`config.mk`:
```
export PLATFORM = sky130hd
export DESIGN_NAME = pipe_hazard_ctrl
export DESIGN_NICKNAME = d
export VERILOG_FILES = /design/src/rtl/pipe_ctrl_pkg.sv /design/src/rtl/sram_wait_fsm.sv /design/src/rtl/pipe_hazard_ctrl.sv
export SDC_FILE = /design/constraint.sdc
export NUM_CORES = 1
export LEC_CHECK = 0
export CORE_UTILIZATION = 43
export DETAILED_ROUTE_END_ITERATION = 10
export PLACE_DENSITY = 0.76
export REMOVE_ABC_BUFFERS = 1
export SETUP_SLACK_MARGIN = 0.05
export SLEW_MARGIN = 25
export SYNTH_ARGS = -nofsm -noshare
export SYNTH_HDL_FRONTEND = slang
export SYNTH_SLANG_ARGS = --single-unit
```
`constraint.sdc`:
```
create_clock -name clk -period 2.27 [get_ports clk]
set_input_delay 0.454 -clock clk [delete_from_list [all_inputs] [get_ports clk]]
set_output_delay 0.454 -clock clk [all_outputs]
set_load 0.02 [all_outputs]
```
`src/rtl/pipe_ctrl_pkg.sv`:
```
// pipe_ctrl_pkg: shared FSM encoding and sizing constants for the pipeline hazard controller
package pipe_ctrl_pkg;
  localparam int REG_W = 4;
  localparam int MEM_WAIT_DEF = 6;
  typedef enum logic [1:0] {IDLE = 2'd0, WAIT = 2'd1, DONE = 2'd2} mem_state_e;
endpackage

```
`src/rtl/sram_wait_fsm.sv`:
```
// sram_wait_fsm: counts out the SRAM access latency and freezes the pipeline until the access completes
module sram_wait_fsm
  import pipe_ctrl_pkg::*;
#(
  parameter int MEM_WAIT_CYCLES = MEM_WAIT_DEF
) (
  input  logic       clk,
  input  logic       rst,
  input  logic       mem_req,
  input  logic       sram_ready,
  output logic       mem_stall,
  output logic       mem_busy,
  output mem_state_e state
);
  mem_state_e state_q, state_d;
  logic [7:0] wcnt_q, wcnt_d;
  always_ff @(posedge clk or posedge rst) begin
    if (rst) begin
      state_q <= IDLE;
      wcnt_q  <= '0;
    end else begin
      state_q <= state_d;
      wcnt_q  <= wcnt_d;
    end
  end
  // DONE always falls back to IDLE so the same MEM instruction cannot re-trigger an access
  always_comb begin
    state_d = state_q;
    wcnt_d  = wcnt_q;
    case (state_q)
      IDLE: begin
        state_d = mem_req ? WAIT : IDLE;
        wcnt_d  = mem_req ? 8'(MEM_WAIT_CYCLES - 1) : wcnt_q;
      end
      WAIT: begin
        state_d = (wcnt_q == '0 || sram_ready) ? DONE : WAIT;
        wcnt_d  = (wcnt_q == '0) ? '0 : wcnt_q - 8'd1;
      end
      default: state_d = IDLE;
    endcase
  end
  assign mem_stall = (state_q == IDLE && mem_req) || state_q == WAIT;
  assign mem_busy  = state_q != IDLE;
  assign state     = state_q;
endmodule

```
`src/rtl/pipe_hazard_ctrl.sv`:
```
// pipe_hazard_ctrl: stall/flush sequencer for the 5-stage pipeline with memory freeze,
// branch flush, data-hazard bubbles and saturating performance counters
module pipe_hazard_ctrl
  import pipe_ctrl_pkg::*;
#(
  parameter int MEM_WAIT_CYCLES = MEM_WAIT_DEF,
  parameter int CNT_W = 16
) (
  input  logic             clk,
  input  logic             rst,
  input  logic [REG_W-1:0] src1,
  input  logic [REG_W-1:0] src2,
  input  logic             use_src1,
  input  logic             use_src2,
  input  logic             forward_en,
  input  logic [REG_W-1:0] exe_dest,
  input  logic             exe_wb_en,
  input  logic             exe_mem_r_en,
  input  logic [REG_W-1:0] mem_dest,
  input  logic             mem_wb_en,
  input  logic             mem_r_en,
  input  logic             mem_w_en,
  input  logic             sram_ready,
  input  logic             branch_taken,
  output logic             freeze_pc,
  output logic             freeze_if_id,
  output logic             flush_if_id,
  output logic             flush_id_ex,
  output logic             freeze_back,
  output logic             mem_busy,
  output logic [CNT_W-1:0] stall_cnt,
  output logic [CNT_W-1:0] bubble_cnt,
  output logic [CNT_W-1:0] flush_cnt
);
  logic mem_req, mem_stall, hz_exe, hz_mem, hazard, do_flush, do_bubble;
  mem_state_e mem_state;
  logic [CNT_W-1:0] stall_cnt_q, stall_cnt_d, bubble_cnt_q, bubble_cnt_d, flush_cnt_q, flush_cnt_d;
  assign mem_req = mem_r_en | mem_w_en;
  sram_wait_fsm #(.MEM_WAIT_CYCLES(MEM_WAIT_CYCLES)) u_fsm (
    .clk        (clk),
    .rst        (rst),
    .mem_req    (mem_req),
    .sram_ready (sram_ready),
    .mem_stall  (mem_stall),
    .mem_busy   (mem_busy),
    .state      (mem_state)
  );
  assign hz_exe = exe_wb_en & ((use_src1 & (src1 == exe_dest)) | (use_src2 & (src2 == exe_dest)));
  assign hz_mem = mem_wb_en & ((use_src1 & (src1 == mem_dest)) | (use_src2 & (src2 == mem_dest)));
  // with forwarding only a load in EXE cannot be bypassed in time
  assign hazard = forward_en ? (hz_exe & exe_mem_r_en) : (hz_exe | hz_mem);
  assign do_flush  = ~mem_stall & branch_taken;
  assign do_bubble = ~mem_stall & ~branch_taken & hazard;
  assign freeze_pc    = mem_stall | do_bubble;
  assign freeze_if_id = mem_stall | do_bubble;
  assign flush_if_id  = do_flush;
  assign flush_id_ex  = do_flush | do_bubble;
  assign freeze_back  = mem_stall;
  assign stall_cnt_d  = stall_cnt_q + CNT_W'(mem_stall & ~&stall_cnt_q);
  assign bubble_cnt_d = bubble_cnt_q + CNT_W'(do_bubble & ~&bubble_cnt_q);
  assign flush_cnt_d  = flush_cnt_q + CNT_W'(do_flush & ~&flush_cnt_q);
  always_ff @(posedge clk or posedge rst) begin
    if (rst) begin
      stall_cnt_q  <= '0;
      bubble_cnt_q <= '0;
      flush_cnt_q  <= '0;
    end else begin
      stall_cnt_q  <= stall_cnt_d;
      bubble_cnt_q <= bubble_cnt_d;
      flush_cnt_q  <= flush_cnt_d;
    end
  end
  assign stall_cnt  = stall_cnt_q;
  assign bubble_cnt = bubble_cnt_q;
  assign flush_cnt  = flush_cnt_q;
  // the release cycle must let the pipeline advance
  a_done_no_stall: assert property (@(posedge clk) disable iff (rst) (mem_state == DONE) |-> !mem_stall);
endmodule

```
## After elaboration in Yosys (flattened, before gate mapping)

Cells that the tools add are included.
W data, S select, Z words.

| cells by class | value |
|---|---|
| mux-type cells | 7 |
| add/subtract/negate cells | 4 |
| bitwise logic cells | 21 |
| equal/unequal tests | 6 |
| reductions and logical operators | 14 |

Operators by type and width:

| operator | number |
|---|---|
| $add A16 B1 Y16 | 3 |
| $reduce_and A16 Y1 | 3 |
| $eq A4 B4 Y1 | 4 |
| $mux W8 | 2 |
| $pmux W8 S2 | 1 |
| $and A1 B1 Y1 | 13 |
| $logic_not A8 Y1 | 1 |
| $sub A8 B1 Y8 const B | 1 |
| $or A1 B1 Y1 | 6 |
| $pmux W2 S2 | 1 |
| $reduce_bool A2 Y1 | 2 |
| $logic_not A1 Y1 | 3 |
| $eq A2 B1 Y1 const B | 1 |
| $logic_not A2 Y1 | 1 |
| $logic_or A1 B1 Y1 | 2 |
| $mux W1 | 2 |
| $mux W2 | 1 |
| $ne A2 B1 Y1 const B | 1 |
| $not A1 Y1 | 2 |
| $reduce_and A2 Y1 | 1 |
| $logic_and A1 B1 Y1 | 1 |

| word-level totals | value |
|---|---|
| register bits after elaboration | 58 |
| logic and storage cells | 57 |

## Depth between registers and ports, before layout

Gate-level depths: netlist (run 1).

| logic depth | value |
|---|---|
| depth in word-level cells | 9 |
| depth in mapped cells | 12 |

## By module

A second synthesis (run 1) with hierarchy kept.

| unflattened totals | value |
|---|---|
| cells, all modules | 275 |
| area total of the unflattened synthesis | 2927.8 sq um |

By module, submodules not included:

| module | seq. area each (sq um) | cells an instance | times used | area each (sq um) |
|---|---|---|---|---|
| pipe_hazard_ctrl | 1201.2 | 209 | 1 | 2308.5 |
| sram_wait_fsm | 250.2 | 66 | 1 | 619.3 |

## Least setup slack after synthesis (run 1)

OpenSTA, ideal clock, no wires.

| timing path | value |
|---|---|
| kind | input to register |
| start | in mem_w_en |
| end | reg flush_cnt_q[10], in the netlist flush_cnt[10] |
| setup slack | -352 ps |
| arrival time | 2492 ps |
| cell stages on the path | 11 |
| required time | 2140 ps |
| setup time | 130 ps |
| cell sequence | nor3_1 -> or2_2 -> clkbuf_2 -> clkinv_1 -> a311oi_1 -> ha_1 -> ha_1 -> nand3_1 -> nor2_1 -> nand3_1 -> xnor2_1 |

| between the ends | value |
|---|---|
| word-level cells in the longest chain between the ends | 7 |

RTL lines:

| what | line | text |
|---|---|---|
| start: declaration | pipe_hazard_ctrl.sv:22 | `input logic mem_w_en,` |
| $or A1 B1 Y1 | pipe_hazard_ctrl.sv:38 | `assign mem_req = mem_r_en \| mem_w_en;` |
| $logic_and A1 B1 Y1 | sram_wait_fsm.sv:42 | `assign mem_stall = (state_q == IDLE && mem_req) \|\| state_q == WAIT;` |
| $logic_or A1 B1 Y1 | sram_wait_fsm.sv:42 |  |
| named net freeze_back | pipe_hazard_ctrl.sv:29 | `output logic freeze_back,` |
| $not A1 Y1 | pipe_hazard_ctrl.sv:52 | `assign do_flush = ~mem_stall & branch_taken;` |
| $and A1 B1 Y1 | pipe_hazard_ctrl.sv:52 |  |
| $and A1 B1 Y1 | pipe_hazard_ctrl.sv:61 | `assign flush_cnt_d = flush_cnt_q + CNT_W'(do_flush & ~&flush_cnt_q);` |
| $add A16 B1 Y16 | pipe_hazard_ctrl.sv:61 |  |
| named net flush_cnt_d[10] | pipe_hazard_ctrl.sv:37 | `logic [CNT_W-1:0] stall_cnt_q, stall_cnt_d, bubble_cnt_q, bubble_cnt_d, flush_cnt_q, flush_cnt_d;` |
| end signal: assignment | pipe_hazard_ctrl.sv:70 | `flush_cnt_q <= flush_cnt_d;` |
| end: declaration | pipe_hazard_ctrl.sv:37 |  |

The timed path passes the listed nets, and every way through them passes these cells.
A chain may end at the register's enable or synchronous reset.

## Worst setup path in the final report (run 1)

| timing path | value |
|---|---|
| start | reg stall_cnt_q[8], in the netlist stall_cnt[8] |
| end | reg stall_cnt_q[9], in the netlist stall_cnt[9] |

| between the ends | value |
|---|---|
| word-level cells in the longest chain between the ends | 4 |

RTL lines:

| what | line | text |
|---|---|---|
| start: declaration | pipe_hazard_ctrl.sv:37 |  |
| start signal: assignment | pipe_hazard_ctrl.sv:68 | `stall_cnt_q <= stall_cnt_d;` |
| $reduce_and A16 Y1 | pipe_hazard_ctrl.sv:59 | `assign stall_cnt_d = stall_cnt_q + CNT_W'(mem_stall & ~&stall_cnt_q);` |
| $logic_not A1 Y1 | pipe_hazard_ctrl.sv:59 |  |
| $and A1 B1 Y1 | pipe_hazard_ctrl.sv:59 |  |
| $add A16 B1 Y16 (*) | pipe_hazard_ctrl.sv:59 |  |
| named net stall_cnt_d[9] | pipe_hazard_ctrl.sv:37 |  |

The timed path passes the listed nets; every way through them passes the cells marked *.

==> results.yml, run 1 <==
status:
  run_status: "complete, but fails checks"
  violations: "negative setup slack"
pwr:
  p_leak_uw: 0.00206
  powerDensity_nw_per_um2: 874
  ir_drop_mv: 0.675
logic_synthesis:
  synth-simple-area-share_pct: 19.2
  synthAdderAreaFrac_pct: 3.55
  netlist_area_um2: 2820
  yosysSeqAreaShare_pct: 51.5
  synth_area_leaders: "dfrtp_1 51%, xnor2_1 11%, xor2_1 6.8%"
  synthArstFlopShare_pct: 100
  synth_mux_area_share_pct: 0
  synthXorXnorAreaFrac_pct: 18.3
  syn-instance-count: 265
  yosys_warnings: 0
  yosysUniqueCellTypes: 39
  synth_area_leader_cell: "dfrtp_1"
  synth-compound-area-share_pct: 5.68
  synth_top_area_share_pct: 51.5
  ys_ff_latch: 58
  synth_edf_count: 0
  synth_top_family_by_area: "simple AND/OR/NAND/NOR gates"
  syn_avg_cell_area_um2: 10.6
  synth_flop_cell: "dfrtp_1"
detailed_routing:
  vias: 2520
  viasPerCell: 5.14
  wirelength_um: 7540
  post_drt_wl_per_cell_um: 15.4
  drt_iter0_drc: 160
  first_pass_iters: 4
  drcViolationCount: 0
  ant_nets: 0
clock_tree:
  cts_buffer_depth: 2
  hold_buffers: 0
  clk_latency_ps: 340
  cts_tree: "done"
  clkSinkCount: 58
  cts-root-buf: "clkbuf_8"
  htree_levels: 3
  cts_made_buffers: 9
  clk_pin_slew_ps: 70
worst_setup_path:
  required_ps: 2520
  cp-end-kind: "flip-flop"
  critPathLaunchType: "flip-flop"
  cp.arrival_ps: 2650
  critical_path_class: "flip-flop to flip-flop"
  worstPathMaxFanout: 5
final_layout:
  finish.utilization_pct: 72.7
  areaGrowthSynthToFinish_pct: 63.7
  antennaDiodeCount: 0
  nets: 444
  drive_above_1_share_pct: 37.3
timing:
  finalCritPeriodShare_pct: 106
  slew_headroom_pct: 77.1
  setup_viol: 6
  fmax_ghz: 0.416
  min_period_ps: 2400
  fin_ws_ps: -131
  rsz0062_at_grt: "true"
  slew_viol_final: 0
  final.setup.tns_ps: -312
  worst_pin_slew_ps: 343
  skew_ps: 7.02
  hold_viol: 0
global_route:
  grt_pass1_wl_um: 11600
  grt_pass1_vias: 2558
  grt_overflow: 0
  grt_max_degree: 59
  grt_usage_pct: 21.2
  antenna_found_initial: 0
placement:
  io_buffers: 81
  dp_hpwl_um: 4800
  place.gp.congestion: 0.770
floorplan:
  fp.dieW_um: 83.0
  fp.dieArea_um2: 6880
  fp-row-count: 29
  start_util_pct: 44.4
  coreArea_um2: 6350
  die_h_um: 83.0
  ios: 82
run:
  max_cap_violations: 0
worst_hold_path:
  hold_class: "primary input to async pin"
cell usage in the layout (no fill, tap or decap), drive strengths merged, types with 6 or more instances in the layout:
master / Yosys / layout
and3: 7 / 7
buf: 2 / 67
clkbuf: 2 / 18
clkdlybuf4s50: 0 / 53
dfrtp: 58 / 58
ha: 8 / 8
nand2: 25 / 25
nand3: 23 / 23
nand4: 9 / 9
nor2: 21 / 21
nor3: 7 / 7
o21ai: 7 / 7
or2: 6 / 6
xnor2: 37 / 37
xor2: 22 / 22
synth_stat cells (2+ instances only):
master	number
a21oi_1	3
xor2_1	22
nand2_1	25
o21ai_0	4
nand3_1	23
a31oi_1	5
nor3_1	6
o21ai_2	2
and3_1	7
xnor2_1	37
nand4_1	9
nor2b_1	2
inv_1	5
nor4_1	2
or2_2	5
ha_1	8
dfrtp_1	58
nor2_1	21
routing by layer:
layer	routed length, µm	global-route usage [%]	vias to the layer above
met5	0	0	-
met2	4160	38.0	66
met3	293	3.98	16
li1	-	-	1190
met4	198	11.8	0
met1	2890	23.6	1248
cell families after synthesis:
kind of cell | Yosys count
and+or+nand+nor | 108
xor gates and xnor gates | 59
DFF | 58
AOI/OAI and AO/OA | 22
buffers and inverters | 10
adders and majority gates | 8
final cells by class:
class,count,area [µm²]
inverter,6,30.0
tap,77,96.3
timing repair buffer,136,1190
clock buffer,11,141
sequential,58,1450
clock inverter,5,77.6
fill,449,1740
multi-input combinational,197,1620
path summary, 6_finish.rpt:
check / from / cells past startpoint / to / slack [ps]
min in group clk: stall_cnt[5]$_DFF_PP0_ / 1 / stall_cnt[5]$_DFF_PP0_ / 500
max reg2reg: stall_cnt[8]$_DFF_PP0_ / 12 / stall_cnt[9]$_DFF_PP0_ / -130
min: rst / 3 / bubble_cnt[1]$_DFF_PP0_ / 490
min reg2reg: stall_cnt[5]$_DFF_PP0_ / 1 / stall_cnt[5]$_DFF_PP0_ / 500
max: stall_cnt[8]$_DFF_PP0_ / 12 / stall_cnt[9]$_DFF_PP0_ / -130
max in group asynchronous: rst / 3 / flush_cnt[12]$_DFF_PP0_ / 1520
where the power goes:
part | switching, µW | internal (µW) | leakage [µW]
sequential | 236 | 1220 | 0.000776
combinational | 746 | 760 | 0.00118
clock | 426 | 644 | 0.000109
total | 1410 | 2630 | 0.00206
registers in the layout, indices dropped and copies added (netlist names):
register	cells
stall_cnt	16
bubble_cnt	16
u_fsm.wcnt_q	8
flush_cnt	16
u_fsm.state	2
worst max-delay path, stage by stage (launching register included):
cell and delay (ps):
dfrtp_1 390, and3_4 190, and3_4 180, and2_4 150, and3_4 190, a31oi_4 180
ha_4 170, buf_4 110, nand3_1 100, nor2_1 150, buf_4 170, nand2_1 90
xnor2_1 230
what timing repair did:
item	4_1_cts	5_1_grt
gates cloned	0	0
endpoints found under the setup margin	38	40
buffers inserted	9	6
gates resized for setup	115	46
pin swaps	32	30
stage by stage:
stage	total power, µW	cell area, µm²	setup WS [ps]	hold WS [ps]	instances
after detailed placement	2770	4020	-688	489	460
final	4030	4610	-131	490	490
after global routing	4240	4610	-193	524	490
after CTS	3910	4430	-92.9	498	485
after global placement	2720	4020	-634	482	460
after floorplan	2110	2790	-279	455	261
(Power assumes the default switching activity.)
==> run 2: changes to the inputs <==
--- a/config.mk
+++ b/config.mk
@@ -13,4 +13,5 @@
 export SLEW_MARGIN = 25
 export SYNTH_ARGS = -nofsm -noshare
 export SYNTH_HDL_FRONTEND = slang
+export SYNTH_HIERARCHICAL = 1
 export SYNTH_SLANG_ARGS = --single-unit
==> run 2 against run 1 <==
Effect of this change: synthesized cell count up 3.8%; the flow finishes with violations (design-rule violations, negative setup slack); die area up 3.8%; maximum frequency up 3.2%; area after synthesis up 3.9%; clock power down 14%; clock-buffer cell count up 2; cell count down 3.1%; largest cell class unchanged; non-clock buffer count down 24; critical path type is now primary input to primary output; total power down 6.2%; clock skew down 1.6 ps; sequential share of layout area up 0.84 points; combinational power down 5%.
==> results.yml, run 2 <==
timing:
  skew_ps: 5.38
  rsz0062_at_grt: "true"
  slew_headroom_pct: 69.5
  min_period_ps: 2330
  fin_hold_ws_ps: 447
  slew_viol_final: 0
  finalCritPeriodShare_pct: 102
  worst_pin_slew_ps: 454
  fmax_ghz: 0.430
  fin_ws_ps: -56.5
  setup_viol: 3
  hold_viol: 0
logic_synthesis:
  yosysSeqAreaShare_pct: 49.6
  synth.most_common_cell: "dfrtp_1"
  yosysUniqueCellTypes: 50
  synthArstFlopShare_pct: 100
  synth_area_leader_cell: "dfrtp_1"
  synth_edf_count: 0
  synth_area_leaders: "dfrtp_1 50%, xnor2_1 12%, xor2_1 6.0%"
  netlist_area_um2: 2930
  synth_flop_cell: "dfrtp_1"
  synth_top_area_share_pct: 49.6
  synth.top_cells.by_count: "58 x dfrtp_1, 39 x xnor2_1, 20 x xor2_1, 19 x nand2_1, 18 x nand3_1"
  yosys_warnings: 6
  syn-instance-count: 275
  syn_avg_cell_area_um2: 10.6
  ys_ff_latch: 58
placement:
  pre_cts_slack_ps: -832
  place.gp.congestion: 0.920
  io_buffers: 81
  dp_hpwl_um: 5140
final_layout:
  finish.utilization_pct: 69.6
  final_cell_mix: "58 x dfrtp_1, 53 x clkdlybuf4s50_1, 36 x xnor2_1"
  layout_commonest_cell: "dfrtp_1"
  antennaDiodeCount: 0
  areaGrowthSynthToFinish_pct: 53.5
  drive_above_1_share_pct: 24.4
  nets: 430
clock_tree:
  cts_tree: "done"
  clk_latency_ps: 330
  clkSinkCount: 58
  cts-root-buf: "clkbuf_8"
  clk_pin_slew_ps: 70
  hold_buffers: 0
  cts_made_buffers: 9
  htree_levels: 3
  cts_buffer_depth: 2
detailed_routing:
  drcViolationCount: 2
  first_pass_iters: 9
  drt_iter0_drc: 130
  vias: 2465
  post_drt_wl_per_cell_um: 16.0
  ant_nets: 0
  viasPerCell: 5.19
  wirelength_um: 7590
floorplan:
  start_util_pct: 45.3
  coreArea_um2: 6460
  ios: 82
  die_h_um: 84.5
  fp-row-count: 29
  fp.dieW_um: 84.5
  fp.dieArea_um2: 7140
pwr:
  finalPower_uw: 3790
  ir_drop_mv: 0.507
  powerDensity_nw_per_um2: 842
  p_leak_uw: 0.00201
worst_hold_path:
  hold_class: "primary input to async pin"
global_route:
  antenna_found_initial: 0
  grt_pass1_wl_um: 11900
  grt_overflow: 0
  grt_max_degree: 49
  grt_pass1_vias: 2488
  grt_usage_pct: 21.4
worst_setup_path:
  critical_path_class: "primary input to primary output"
  cp-startpoint: "forward_en"
  required_ps: 1820
  worstPathMaxFanout: 3
  cp-end-kind: "primary output"
  critPathLaunchType: "primary input"
  r2r_start: "bubble_cnt[7]$_DFF_PP0_"
  cp.arrival_ps: 1870
run:
  max_cap_violations: 0
status:
  run_status: "complete, but fails checks"
  violations: "design-rule violations, negative setup slack"
## run 2: changes by cell type after synthesis, moves of 3 or more
cell     change
inv_1        +9
nand3_1      -5
nand2_1      -6
or2_2        -3
a31oi_1      -5
nand4_1      +3
nor2_1       -5
## run 2: final cells by class
class,count,area (µm²)
flip-flops and latches,58,1450
repair buffers,112,1030
clock inverters,2,37.5
fillers,481,1960
well taps,77,96.3
clock buffers,13,149
multi-input cells,199,1670
inverters,14,55.1
## run 2: cell families after synthesis
logic type	count (synthesis)	synth area share, %
AND/OR/NAND/NOR	108	20.9
XOR/XNOR	59	17.6
flip-flops	58	49.6
AO/OA/AOI/OAI	24	5.86
adder cells (fa/ha/maj)	8	3.42
buffers and inverters	18	2.56
## run 2: repair_timing
item | 4_1_cts | 5_1_grt
resized for setup | 80 | 28
setup endpoints to repair | 48 | 26
cloned | 0 | 0
pin swaps | 22 | 17
endpoints found under the hold margin | 0 | 0
setup buffers | 1 | 1
## run 2: worst max-delay path, stage by stage
cell,delay (ps)
dlygate4sd2_1,260
inv_1,70
o21ai_2,220
nor3_2,100
nor4_4,480
o21bai_4,110
buf_4,170
## run 2: power breakdown
| group | total, µW | internal, µW | switching (µW) |
|---|---|---|---|
| Clock | 921 | 532 | 389 |
| Sequential | 1440 | 1210 | 225 |
| Combinational | 1430 | 700 | 728 |
## run 2: final timing paths
path,to,slack (ps),cells after the start
min reg2reg,stall_cnt[5]$_DFF_PP0_,490,1
max in group asynchronous,u_fsm/wcnt_q[1]$_DFFE_PP0P_,1540,2
min in group clk,stall_cnt[5]$_DFF_PP0_,490,1
max,freeze_pc,-60,7
min,u_fsm/wcnt_q[2]$_DFFE_PP0P_,450,2
max reg2reg,bubble_cnt[9]$_DFF_PP0_,70,11
## run 2: per-stage QoR
| step | TNS (ps) | cells | cell area (µm²) |
|---|---|---|---|
| finish | -125 | 475 | 4490 |
| global placement | -26050 | 459 | 4050 |
| floorplan | -7290 | 271 | 2910 |
| global route | -1010 | 475 | 4490 |
| CTS | -76.7 | 474 | 4380 |
| detailed placement | -29240 | 459 | 4050 |
## run 2: per-layer routing
metal  track usage (%)  wire length (µm)  share of wire, %
met3              4.72               358               4.7
met5                 0                 0                 0
met4              7.24                91               1.2
met1              27.1              3310                44
met2              36.4              3830                50
